`config.mk`:
```
export PLATFORM = sky130hd
export DESIGN_NAME = vga_sync_gen
export DESIGN_NICKNAME = d
export VERILOG_FILES = /design/src/rtl/vga_pkg.sv /design/src/rtl/vga_tick_div.sv /design/src/rtl/vga_sync_gen.sv
export SDC_FILE = /design/constraint.sdc
export NUM_CORES = 1
export LEC_CHECK = 0
export BUFFER_PORTS_ARGS = -buffer_cell sky130_fd_sc_hd__buf_2
export CAP_MARGIN = 15
export CORE_MARGIN = 2
export CORE_UTILIZATION = 40
export CTS_CLUSTER_SIZE = 16
export DETAILED_ROUTE_END_ITERATION = 8
export GPL_TIMING_DRIVEN = 0
export MAX_ROUTING_LAYER = met4
export SETUP_SLACK_MARGIN = 0.2
export SLEW_MARGIN = 0
export SYNTH_ARGS = -nofsm -noshare
export SYNTH_HDL_FRONTEND = slang
export SYNTH_SLANG_ARGS = --single-unit
```
`constraint.sdc`:
```
create_clock -name clk -period 2.76 [get_ports clk]
set_clock_uncertainty 0.2 [all_clocks]
set_input_delay 0 -clock clk [delete_from_list [all_inputs] [get_ports clk]]
set_output_delay 0 -clock clk [all_outputs]
set_load 0.05 [all_outputs]
```
`src/rtl/vga_pkg.sv`:
```
// Shared VGA raster constants and helpers, used by vga_sync_gen, font_test_gen
// and the maze renderer.
package vga_pkg;

    localparam int COORD_W = 10;
    localparam int RGB_W   = 8;

    // Default 640x480 @ 60 Hz timing, in pixels and lines.
    localparam int VGA_H_DISPLAY = 640;
    localparam int VGA_H_FRONT   = 16;
    localparam int VGA_H_SYNC    = 96;
    localparam int VGA_H_BACK    = 48;
    localparam int VGA_V_DISPLAY = 480;
    localparam int VGA_V_FRONT   = 10;
    localparam int VGA_V_SYNC    = 2;
    localparam int VGA_V_BACK    = 33;

    localparam int VGA_H_TOTAL = VGA_H_DISPLAY + VGA_H_FRONT + VGA_H_SYNC + VGA_H_BACK;
    localparam int VGA_V_TOTAL = VGA_V_DISPLAY + VGA_V_FRONT + VGA_V_SYNC + VGA_V_BACK;

    localparam int VGA_CLK_DIV = 2;

    // True when pos lies in [first, first+len-1].
    function automatic logic in_window(input logic [COORD_W-1:0] pos,
                                       input int unsigned first,
                                       input int unsigned len);
        int unsigned p;
        p = {{(32-COORD_W){1'b0}}, pos};
        return (p >= first) && (p < first + len);
    endfunction

endpackage

```
`src/rtl/vga_tick_div.sv`:
```
// Pixel-rate divider: p_tick is high for one clk out of every CLK_DIV.
module vga_tick_div #(
    parameter int CLK_DIV = 2
) (
    input  logic clk,
    input  logic reset_n,
    output logic p_tick
);

    // A 1-bit counter is kept even at CLK_DIV=1 so the ports stay uniform.
    localparam int DIV_W = (CLK_DIV > 1) ? $clog2(CLK_DIV) : 1;
    localparam logic [DIV_W-1:0] DIV_LAST = DIV_W'(CLK_DIV - 1);

    logic [DIV_W-1:0] div_q;
    logic [DIV_W-1:0] div_d;

    always_comb begin
        div_d = div_q + 1'b1;
        if (div_q == DIV_LAST) begin
            div_d = '0;
        end
    end

    always_ff @(posedge clk) begin
        if (!reset_n) begin
            div_q <= '0;
        end else begin
            div_q <= div_d;
        end
    end

    assign p_tick = (div_q == DIV_LAST);

endmodule

```
`src/rtl/vga_sync_gen.sv`:
```
// VGA raster timing generator: scan counters, registered syncs, video_on and frame strobes.
// Optional frame counter is enabled with `define VGA_SYNC_FRAME_CNT_EN.
module vga_sync_gen
    import vga_pkg::*;
#(
    parameter int H_DISPLAY = VGA_H_DISPLAY,
    parameter int H_FRONT   = VGA_H_FRONT,
    parameter int H_SYNC    = VGA_H_SYNC,
    parameter int H_BACK    = VGA_H_BACK,
    parameter int V_DISPLAY = VGA_V_DISPLAY,
    parameter int V_FRONT   = VGA_V_FRONT,
    parameter int V_SYNC    = VGA_V_SYNC,
    parameter int V_BACK    = VGA_V_BACK,
    parameter int CLK_DIV   = VGA_CLK_DIV
) (
    input  logic               clk,
    input  logic               reset_n,
    output logic               hsync,
    output logic               vsync,
    output logic               video_on,
    output logic               p_tick,
    output logic [COORD_W-1:0] pixel_x,
    output logic [COORD_W-1:0] pixel_y,
    output logic               frame_tick,
    output logic [7:0]         frame_cnt
);

    localparam int H_TOTAL = H_DISPLAY + H_FRONT + H_SYNC + H_BACK;
    localparam int V_TOTAL = V_DISPLAY + V_FRONT + V_SYNC + V_BACK;

    localparam logic [COORD_W-1:0] H_LAST = COORD_W'(H_TOTAL - 1);
    localparam logic [COORD_W-1:0] V_LAST = COORD_W'(V_TOTAL - 1);
    localparam logic [COORD_W-1:0] H_VIS  = COORD_W'(H_DISPLAY);
    localparam logic [COORD_W-1:0] V_VIS  = COORD_W'(V_DISPLAY);

    localparam int unsigned HS_FIRST = H_DISPLAY + H_FRONT;
    localparam int unsigned VS_FIRST = V_DISPLAY + V_FRONT;

    generate
        if (H_TOTAL > 1024 || V_TOTAL > 1024 || CLK_DIV < 1) begin : g_bad_timing
            $fatal(1, "vga_sync_gen: totals must be <= 1024 and CLK_DIV >= 1");
        end
    endgenerate

    vga_tick_div #(
        .CLK_DIV (CLK_DIV)
    ) u_tick_div (
        .clk     (clk),
        .reset_n (reset_n),
        .p_tick  (p_tick)
    );

    logic [COORD_W-1:0] h_count_q;
    logic [COORD_W-1:0] h_count_d;
    logic [COORD_W-1:0] v_count_q;
    logic [COORD_W-1:0] v_count_d;
    logic               hsync_q;
    logic               hsync_d;
    logic               vsync_q;
    logic               vsync_d;

    // Syncs are decoded from the next counts so they land on the same edge.
    always_comb begin
        h_count_d = h_count_q;
        v_count_d = v_count_q;
        if (p_tick) begin
            if (h_count_q == H_LAST) begin
                h_count_d = '0;
                if (v_count_q == V_LAST) begin
                    v_count_d = '0;
                end else begin
                    v_count_d = v_count_q + 1'b1;
                end
            end else begin
                h_count_d = h_count_q + 1'b1;
            end
        end
        hsync_d = !in_window(h_count_d, HS_FIRST, H_SYNC);
        vsync_d = !in_window(v_count_d, VS_FIRST, V_SYNC);
    end

    always_ff @(posedge clk) begin
        if (!reset_n) begin
            h_count_q <= '0;
            v_count_q <= '0;
            hsync_q   <= 1'b1;
            vsync_q   <= 1'b1;
        end else begin
            h_count_q <= h_count_d;
            v_count_q <= v_count_d;
            hsync_q   <= hsync_d;
            vsync_q   <= vsync_d;
        end
    end

    assign pixel_x    = h_count_q;
    assign pixel_y    = v_count_q;
    assign hsync      = hsync_q;
    assign vsync      = vsync_q;
    assign video_on   = (h_count_q < H_VIS) && (v_count_q < V_VIS);
    assign frame_tick = p_tick && (h_count_q == H_LAST) && (v_count_q == V_LAST);

`ifdef VGA_SYNC_FRAME_CNT_EN
    logic [7:0] frame_cnt_q;
    logic [7:0] frame_cnt_d;

    always_comb begin
        frame_cnt_d = frame_cnt_q;
        if (frame_tick) begin
            frame_cnt_d = frame_cnt_q + 8'd1;
        end
    end

    always_ff @(posedge clk) begin
        if (!reset_n) begin
            frame_cnt_q <= 8'h00;
        end else begin
            frame_cnt_q <= frame_cnt_d;
        end
    end

    assign frame_cnt = frame_cnt_q;
`else
    assign frame_cnt = 8'h00;
`endif

endmodule

```
==> summary.txt <==
Cells and area
  – Layout filler cell count: 375
  – ANT cells: 0
  – Nets: 222
  – Synth-to-layout area growth: 18.67%
  – Proportion of layout cells with a drive suffix above 1: 0.2500
  – Reg area: 460.4 um2
  – Final core utilization: 0.4904
  – Multi-input combinational cell area: 924.6 um2

Clock tree
  – Setup repair bufs after CTS: 0
  – CTS max path bufs: 2
  – Clock-pin slew on the worst setup and hold paths: 0.08 ns
  – Num CTS Buffers: 3
  – CTS tree: done
  – Clk_lat worst skew: 0.27 ns
  – CTS H-tree depth: 1
  – Clk sinks: 23
  – CTS root buf: clkbuf_8

Placed design
  – IO buf count: 26
  – Detailed Place HPWL: 2580 um
  – Global placement routability congestion: 0.8926

STA
  – Final setup violation count: 0
  – Endpoints failing hold: 0
  – Max Freq: 0.4302 GHz
  – Min Tclk post-route: 2.325 ns
  – Tcrit/Tclk final: 0.8422
  – Max Slew Vio Count: 0
  – RSZ-0062 raised after global routing: false
  – Setup TNS: 0 ns

Critical path
  – Crit Path Class: flop to flop
  – Worst setup SP type: flop
  – CP max FO: 8
  – CP Capture Type: flop
  – WP data required: 2.70 ns
  – Worst EP arrival: 2.27 ns

Die
  – Die H: 65.27 um
  – # IOs: 35
  – CORE AREA: 0.003633 mm2
  – Placement Rows: 22
  – Die area: 0.004260 mm2
  – Starting Density: 0.4132
  – Horiz. Die Dim: 65.27 um

Synthesis
  – Synth Area per Inst: 8.435 um2
  – Seq/Total Area, Yosys: 0.3067
  – Mapped Area: 0.001501 mm2
  – Post-Syn Instances: 178
  – Netlist cell types: 48
  – Cell taking the most area after synthesis: dfxtp_1
  – Count leader, synth: dfxtp_1
  – EDFF count, synth: 0
  – Top FF cell, synth: dfxtp_1
  – Ranking of synthesized cells by area: dfxtp_1, buf_4, xnor2_1
  – Post-synth ARST share: 0
  – Synth Register Bits: 23
  – Post-synth top area share: 0.3067
  – Top cells by count, synth: dfxtp_1, nand2_1, nand3_1
  – Yosys warns: 0

Routing
  – Routed wire length: 3395 um
  – Starting DRC count in detailed routing: 101
  – Number of routed nets with antenna violations: 0
  – Vias/cell: 5.129
  – DRT Pass-1 Iters: 4
  – DRC viols: 0
  – WL/cell: 12.86 um
  – Via count: 1354

Power and ir drop
  – Power Density: 348.5 mW/mm2
  – Max VDD drop: 189.3 uV
  – Sequential Power Share: 0.547
  – Cell Int Power: 0.4582 mW
  – Leakage: 0.7082 nW
  – Switch share: 0.2621
  – Sw power: 0.1627 mW
  – Comb pwr share: 0.114
  – Clk pwr share: 0.339

Job
  – Max cap viols: 0

Worst hold path
  – Hold/Removal Path Class: flop to flop

Global routing
  – First-pass GRT wire length: 5830 um
  – Gr usage total: 0.1779
  – Grt total ovfl: 0
  – Pin count of the biggest net entering global routing: 13
  – Vias in the first global route: 1275
  – Antenna violations before repair: 0

Run status
  – Status: completed
-- worst max-delay path, cell delays in order, from the launching register on --
cell and delay, ns:
dfxtp_1 0.43, inv_1 0.09, ha_1 0.21, nor4bb_1 0.14, and3_1 0.18, clkbuf_1 0.23
o32a_1 0.44, a211oi_1 0.17, nand4_1 0.11
-- flip-flops by register name (all words and copies together) (netlist names) --
| name | count |
|---|---|
| pixel_x | 10 |
| pixel_y | 10 |
| hsync | 1 |
| u_tick_div.p_tick | 1 |
| vsync | 1 |
-- per-stage QoR --
step / setup slack [ns] / std cells / instance area (um2) / power (mW) / hold slack (ns)
2_1_floorplan: 0.2891 / 185 / 1530 / 0.4065 / -0.04619
3_3_place_gp: 0.4468 / 259 / 1720 / 0.4164 / 0.1263
3_5_place_dp: 0.4148 / 259 / 1720 / 0.4169 / 0.1295
4_1_cts: 0.4040 / 264 / 1775 / 0.6260 / 0.3322
5_1_grt: 0.2449 / 264 / 1782 / 0.6515 / 0.3861
6_report: 0.4354 / 264 / 1782 / 0.6210 / 0.3286
-- cell families (layout without fill, tap and decap cells) --
group | after synthesis | in the layout | synth area share
other cells | 1 | 8 | 0.002498
simple gates | 82 | 82 | 0.3350
buf+inv | 25 | 56 | 0.1008
compound gates | 31 | 31 | 0.1533
flops | 23 | 23 | 0.3067
mux | 1 | 1 | 0.006667
xor+xnor | 12 | 12 | 0.07001
fa+ha+maj | 3 | 3 | 0.02500
-- placed cells by master (no fill, tap or decap), types with 3 or more instances in the layout --
cell type  count
buf_4         11
nor3_1         7
xnor2_1        9
xor2_1         3
and2_1         6
nor2b_1        4
clkbuf_1       4
buf_2         26
nor2_1        10
nand2_1       16
ha_1           3
and3_1         3
clkbuf_8       3
nand3_1       12
a21oi_1        4
a21boi_0       6
o21ai_0        5
nand4_1        6
conb_1         8
inv_1          8
dfxtp_1       23
o211ai_1       3
-- repair_timing --
action | CTS | global route
hold buffers | 1 | 0
setup endpoints to repair | 0 | 1
hold endpoints to repair | 5 | 0
gates resized for setup | 0 | 1
-- power groups by stage --
stage               clock network, mW  registers [mW]  logic [mW]
global placement                    0           0.347      0.0694
detailed placement                  0           0.347      0.0695
finish                          0.210           0.340      0.0709
global route                    0.236           0.341      0.0750
CTS                             0.216           0.340      0.0708
floorplan                           0           0.360      0.0467
-- worst paths after layout --
check	startpoint	to	slack, ns	depth (start not counted)
max	pixel_y[0]	vsync	0.44	8
min	pixel_y[8]	pixel_y[8]	0.33	2
max reg2reg	pixel_y[0]	vsync	0.44	8
min reg2reg	pixel_y[8]	pixel_y[8]	0.33	2
-- layer usage --
metal  wire [um]  GRT usage
met1        1618     0.2319
met5           0          -
met3         164    0.02911
met2        1571     0.2793
met4          40    0.06510
-- layout make-up --
class	instances	area share
well taps	48	0.03371
clock buffers	4	0.02528
plain buffers	17	0.06812
multi-input cells	137	0.5190
inverters	8	0.01685
flip-flops and latches	23	0.2584
repair buffers	27	0.07865
No activity file was read; power rests on OpenSTA's default activity.
